[src/rtl/fir_fifo_drain.sv]
// FIFO drain engine: issues bounded read bursts to an upstream FIFO and
// streams the returned words out through a 2-entry skid buffer with
// valid/ready handshaking. Also counts delivered samples and keeps a
// sticky overflow flag for writes into a full FIFO.
//
// state | meaning
// ------+-----------------------------------------------------------
// IDLE  | waiting for drain_en with a non-empty FIFO
// READ  | issuing reads, at most BURST_LEN per burst
// FLUSH | no new reads; waiting for in-flight word and buffer to drain
module fir_fifo_drain #(
    parameter int DWIDTH    = 16,
    parameter int BURST_LEN = 4,
    parameter int CNT_W     = 16
) (
    input  logic              clk,
    input  logic              rst_n,
    input  logic              drain_en,
    input  logic              empty_flg,
    input  logic              full_flg,
    input  logic              write_en,
    input  logic [DWIDTH-1:0] rdata,
    output logic              read_en,
    output logic [DWIDTH-1:0] out_data,
    output logic              out_valid,
    input  logic              out_ready,
    output logic              overflow_flg,
    input  logic              clr_ovf,
    output logic [CNT_W-1:0]  sample_cnt,
    output logic              busy
);

    localparam logic [1:0] S_IDLE  = 2'd0;
    localparam logic [1:0] S_READ  = 2'd1;
    localparam logic [1:0] S_FLUSH = 2'd2;

    localparam logic [8:0] BURST_LIM = 9'(BURST_LEN);

    logic [1:0]        state_q, state_d;
    logic [7:0]        burst_cnt_q, burst_cnt_d;
    logic              inflight_q, inflight_d;
    logic [1:0]        occ_q, occ_d;
    logic [DWIDTH-1:0] buf0_q, buf0_d;
    logic [DWIDTH-1:0] buf1_q, buf1_d;
    logic [CNT_W-1:0]  sample_cnt_q, sample_cnt_d;
    logic              ovf_q, ovf_d;

    logic              xfer;
    logic [2:0]        pending;
    logic              rd_ok;
    logic [1:0]        base;

    // Handshake and read-permission terms; a read is only allowed when the
    // word it returns is guaranteed a free buffer slot.
    always_comb begin
        xfer      = (occ_q != 2'd0) && out_ready;
        pending   = {1'b0, occ_q} + {2'b00, inflight_q} - {2'b00, xfer};
        rd_ok     = !empty_flg && drain_en && (pending < 3'd2);
        read_en   = (state_q == S_READ) && rd_ok;
        out_valid = (occ_q != 2'd0);
        out_data  = buf0_q;
        busy      = (state_q != S_IDLE);
    end

    // Burst sequencing: next state and burst counter.
    always_comb begin
        state_d     = state_q;
        burst_cnt_d = burst_cnt_q;
        case (state_q)
            S_IDLE: begin
                if (drain_en && !empty_flg) begin
                    state_d     = S_READ;
                    burst_cnt_d = 8'd0;
                end
            end
            S_READ: begin
                if (read_en) begin
                    burst_cnt_d = burst_cnt_q + 8'd1;
                    if (({1'b0, burst_cnt_q} + 9'd1) == BURST_LIM) begin
                        state_d = S_FLUSH;
                    end
                end else if (empty_flg || !drain_en) begin
                    state_d = S_FLUSH;
                end
            end
            S_FLUSH: begin
                if (!inflight_q && (occ_q == 2'd0)) begin
                    state_d = S_IDLE;
                end
            end
            default: state_d = S_IDLE;
        endcase
    end

    // Skid buffer: pop the head on transfer, then append the returning word.
    always_comb begin
        inflight_d = read_en;
        buf0_d     = buf0_q;
        buf1_d     = buf1_q;
        base       = occ_q - {1'b0, xfer};
        if (xfer) begin
            buf0_d = buf1_q;
        end
        if (inflight_q) begin
            if (base == 2'd0) begin
                buf0_d = rdata;
            end else begin
                buf1_d = rdata;
            end
        end
        occ_d = base + {1'b0, inflight_q};
    end

    // Delivered-sample counter and sticky overflow (a new set beats clear).
    always_comb begin
        sample_cnt_d = sample_cnt_q + {{(CNT_W-1){1'b0}}, xfer};
        if (write_en && full_flg) begin
            ovf_d = 1'b1;
        end else if (clr_ovf) begin
            ovf_d = 1'b0;
        end else begin
            ovf_d = ovf_q;
        end
        overflow_flg = ovf_q;
        sample_cnt   = sample_cnt_q;
    end

    // State registers; reset discards any buffered or in-flight words.
    always_ff @(posedge clk or negedge rst_n) begin
        if (!rst_n) begin
            state_q      <= S_IDLE;
            burst_cnt_q  <= 8'd0;
            inflight_q   <= 1'b0;
            occ_q        <= 2'd0;
            buf0_q       <= '0;
            buf1_q       <= '0;
            sample_cnt_q <= '0;
            ovf_q        <= 1'b0;
        end else begin
            state_q      <= state_d;
            burst_cnt_q  <= burst_cnt_d;
            inflight_q   <= inflight_d;
            occ_q        <= occ_d;
            buf0_q       <= buf0_d;
            buf1_q       <= buf1_d;
            sample_cnt_q <= sample_cnt_d;
            ovf_q        <= ovf_d;
        end
    end

endmodule
[config.mk]
export PLATFORM = sky130hd
export DESIGN_NAME = fir_fifo_drain
export DESIGN_NICKNAME = d
export VERILOG_FILES = /design/src/rtl/fir_fifo_drain.sv
export SDC_FILE = /design/constraint.sdc
export NUM_CORES = 1
export LEC_CHECK = 0
export ABC_AREA = 1
export BUFFER_PORTS_ARGS = -buffer_cell sky130_fd_sc_hd__buf_4
export CORE_MARGIN = 3
export CORE_UTILIZATION = 55
export CTS_CLUSTER_DIAMETER = 50
export DETAILED_ROUTE_END_ITERATION = 12
export PLACE_DENSITY_LB_ADDON = 0.05
export SLEW_MARGIN = 25
export SYNTH_ARGS = -nofsm -noshare
export SYNTH_HDL_FRONTEND = slang
export SYNTH_SLANG_ARGS = --single-unit
[constraint.sdc]
create_clock -name clk -period 4.65 [get_ports clk]
set_input_delay 0.465 -clock clk [delete_from_list [all_inputs] [get_ports clk]]
set_output_delay 0.465 -clock clk [all_outputs]
set_load 0.02 [all_outputs]
Yosys cells after proc, flatten, opt, wreduce, memory -nomap -nowiden
Cells that the tools add are included.
Cells by class
  add/sub/neg operators: 7
  $lt $le $gt $ge: 1
  equal/unequal tests: 8
  multiplexer cells: 14
  bitwise operators: 1
  reductions and logical operators: 20
Operator list (number)
  16-bit two-way mux: 3
  16-bit by 1-bit adder with 16-bit output: 1
  8-bit two-way mux: 2
  8-bit case mux with 2 select lines: 1
  2-bit two-way mux: 5
  8-bit by 1-bit adder with 9-bit output (second input constant): 1
  9-bit by 3-bit equality test with 1-bit output (second input constant): 1
  8-bit by 1-bit adder with 8-bit output (second input constant): 1
  2-bit nonzero test: 4
  1-bit logical AND: 6
  2-bit logical NOT: 3
  2-bit != test (second input constant): 3
  3-bit by 2-bit != test with 1-bit output (second input constant): 2
  2-bit case mux with 3 select lines: 1
  4-bit AND reduction: 1
  2-bit by 1-bit adder with 3-bit output: 1
  1-bit logical NOT: 3
  3-bit by 2-bit less-than comparator with 1-bit output (second input constant): 1
  3-bit AND reduction: 1
  3-bit by 1-bit subtractor with 3-bit output: 1
  2-bit by 1-bit adder with 2-bit output: 1
  2-bit by 1-bit equality test with 1-bit output (second input constant): 1
  2-bit equality test (second input constant): 1
  1-bit two-way mux: 2
  other kinds (4): 4
Word-level totals
  bits in registers: 62
  input port bits: 24
  output and inout bits: 36
  word-level logic and storage cells: 59

Logic depth before layout (Yosys ltp)
  word-level depth: 8
  depth in mapped cells: 13
  mapped depth without buffers: 13

Worst setup path before layout
OpenSTA, ideal clock, no wires.
  path kind: in2out
  from: in out_ready
  to: out read_en
  data arrival time: 1.918 ns
  path slack: 2.267 ns
  stages on the path: 10
  buffers on the path: 0
  cells stage by stage: inv_1 > nor2_4 > nand2_2 > o21ai_2 > nand2_1 > fa_1 > xor2_1 > nor2_1 > nand3_1 > inv_1
Between the ends
  longest elaborated chain between the ends: 5
Ends and longest elaborated chain
  start: declaration: line 26  | input logic out_ready,
  1-bit logical AND: line 56  | xfer = (occ_q != 2'd0) && out_ready;
  3-bit by 1-bit subtractor with 3-bit output: line 57  | pending = {1'b0, occ_q} + {2'b00, inflight_q} - {2'b00, xfer};
  3-bit by 2-bit less-than comparator with 1-bit output: line 58  | rd_ok = !empty_flg && drain_en && (pending < 3'd2);
  1-bit logical AND: line 58
  1-bit logical AND: line 59  | read_en = (state_q == S_READ) && rd_ok;
  end: declaration: line 23  | output logic read_en,
No other way between the ends.

Worst setup path in the final report
  from: reg occ_q[1]
  to: out read_en
Between the ends
  longest elaborated chain between the ends: 6
  elaborated cells on any way between the ends: 7
Ends and longest elaborated chain
  start: declaration: line 42  | logic [1:0] occ_q, occ_d;
  start signal: assignment: line 134  | occ_q <= 2'd0;
  start signal: assignment: line 143  | occ_q <= occ_d;
  parallel branches: the longest is 2 deep, another holds 2-bit by 1-bit adder with 3-bit output
  3-bit by 1-bit subtractor with 3-bit output *: line 57
  3-bit by 2-bit less-than comparator with 1-bit output *: line 58
  1-bit logical AND *: line 58
  1-bit logical AND *: line 59
Every way passes the cells marked *.

==> metrics.txt <==
Synth Area per Inst=8.796 µm²; Root Buffer=clkbuf_8; port buffer count=59; Worst setup SP type=register; Die Span X=78.76 µm; Setup CP Type=reg2out; Synth Warn #=0; Crit. End Element=output port; site row count=25; fin worst setup slack=1.139 ns; # hold bufs at CTS=0; power density over the cells=507.4 nW/µm²; Max rail drop VDD=0.2995 mV; Clock Sinks=62; total grt overflow=0; final cycle utilization of the critical path=75.51%; commonest non-fill, non-tap cell in the layout=nand2_1; Highest Clock Rate=284.8 MHz; Worst-Skew Late Latency=0.33 ns; RePlAce Congestion=0.7936; layout overhead on the synthesized area=22.69%; r2r startpoint=occ_q[1]; post-synth top area share=53.29%; Remaining DRCs=0; nets=422; crit path time final=3.511 ns; status=completed; Setup Skew=0.004689 ns; first drt pass iteration count=4; Starting Density=59.29%; clk buf depth=2; vias in the first global route=2255; synthesized flop and latch total=62; post_cts resized=0; final hold vios=0; leading cell types in the layout, fill and taps excluded=nand2_1, dfrtp_1, buf_4; Core ar.=4911 µm²; post-synthesis sequential area ratio=53.29%; Initial DRC Count=99; via/cell ratio=5.065; Setup violations, final=0; Worst-Margin Slew=0.7689 ns; Fill cells=396; Slowest cell on crit path=dfrtp_1; max-cap viol count=0; CTS HTree Levels=3; Worst EP arrival=3.05 ns; Post-DP HPWL=4.029 mm; leading area contributor after synthesis=dfrtp_1; Pins Over Slew Limit=0; antenna violations before repair=0; clk slew on worst S/H paths=0.07 ns; die area=6202 µm²; cell count after synthesis=331; GRT Total Usage=20.83%; setup TNS=0 ns; top post-synthesis cells by area=dfrtp_1, nand2_1, inv_1, nor2_1, o21ai_0; Critical R2R Capture=state_q[1]; Die H=78.76 µm; reg-to-reg setup timing slack=1.78 ns; Slew HR=48.74%; CTS tree=yes; CP peak stage delay=0.46 ns; largest net degree at the start of global routing=63; Antenna Cells=0; Post-Route WL=5.967 mm; CP cell instances=nor2_2 > nor2_4 > nand2_2 > o21ai_2 > nand2_1 > fa_1 > xor2_1 > nor2_1 > nand3_1 > inv_1 > buf_4; worst endpoint required time=4.18 ns; Syn Std Cell Area=2912 µm²; Routed Antenna Nets=0; Tightest Hold Check Type=in2async; Netlist cell types=25; R2R cell count=13; share of cells above drive strength 1=21.66%; Post-CTS Setup Bufs=0; total CTS buffers=9; crit-path max FO=20; syn_nets=361; RSZ-0062 raised after global routing=false; leakage power=1.859 nW; io pins=60; worst slack, placed=1.467 ns; wire per inst=12.86 µm; via count=2350; first-pass GRT wire length=9.977 mm
-- layout make-up --
| class | count | area, µm² | area share [%] |
|---|---|---|---|
| flip-flops and latches | 62 | 1551 | 43.43 |
| well taps | 67 | 83.83 | 2.347 |
| repair buffers | 59 | 442.9 | 12.40 |
| clock inverters | 4 | 45.04 | 1.261 |
| clock buffers | 12 | 155.1 | 4.343 |
| multi-input cells | 215 | 1125 | 31.49 |
| inverters | 45 | 168.9 | 4.729 |
-- sequential cells by signal, indices dropped and copies added, names as in the netlist --
name,cells
state_q,2
burst_cnt_q,8
buf1_q,16
inflight_q,1
overflow_flg,1
sample_cnt,16
out_data,16
occ_q,2
-- per-stage QoR --
step / area [µm²] / utilization (%) / std cells / power (mW) / hold slack, ns
after floorplan: 2912 / - / 331 / 1.141 / 0.1694
after global placement: 3364 / 68.51 / 448 / 1.321 / 0.4641
after detailed placement: 3364 / 68.51 / 448 / 1.341 / 0.4736
after CTS: 3565 / 72.59 / 464 / 1.821 / 0.2286
after global routing: 3572 / 72.74 / 464 / 1.930 / 0.2568
final: 3572 / 72.74 / 464 / 1.812 / 0.1924
-- layer usage --
layer	share of wire (%)	GRT usage (%)	up-vias	wire length, µm
met3	5.3	4.875	12	316
met4	2.5	13.29	0	152
met2	47	32.94	54	2788
met1	45	25.70	1112	2710
li1	-	-	1172	-
met5	0	0	-	0
-- Yosys cell counts (all sizes together) --
cell	n
nor4	1
nor3	2
o22ai	3
buf	9
o21bai	1
dfrtp	62
o21ai	25
a31oi	16
nor2	39
ha	5
nand3	15
xor2	10
fa	1
nand4	3
inv	45
nand2	86
o211ai	1
xnor2	7
-- critical path, delay by kind of cell, from the launching register on --
kind / cells / cell delay [ns]
AO/OA/AOI/OAI: 1 / 0.17
XOR/XNOR: 1 / 0.16
adder cells (fa/ha/maj): 1 / 0.39
buffers and inverters: 2 / 0.44
flip-flops: 1 / 0.46
AND/OR/NAND/NOR: 6 / 1.09
-- how the worst max path moves through the flow --
| stage | startpoint | end | slack, ns |
|---|---|---|---|
| after global placement | out_ready | read_en | 1.57 |
| final | occ_q[1] | read_en | 1.14 |
| after floorplan | out_ready | read_en | 2.27 |
| after CTS | occ_q[1] | read_en | 1.17 |
| after global routing | occ_q[1] | read_en | 0.96 |
| after detailed placement | out_ready | read_en | 1.47 |
-- kinds of logic after synthesis --
kind of cell | after synthesis | share of synthesized area [%]
DFF | 62 | 53.29
adders and majority gates | 6 | 2.836
AOI/OAI and AO/OA | 46 | 9.154
buffers and inverters | 54 | 8.337
xor gates and xnor gates | 17 | 5.114
and+or+nand+nor | 146 | 21.27
-- report_power, final --
group          switching (mW)  internal (mW)  total [mW]
logic                   0.333          0.225       0.558
clock network           0.200          0.274       0.474
registers               0.105          0.675       0.780
total                   0.637           1.17        1.81
Note: power is estimated with default switching activity, not from simulation.
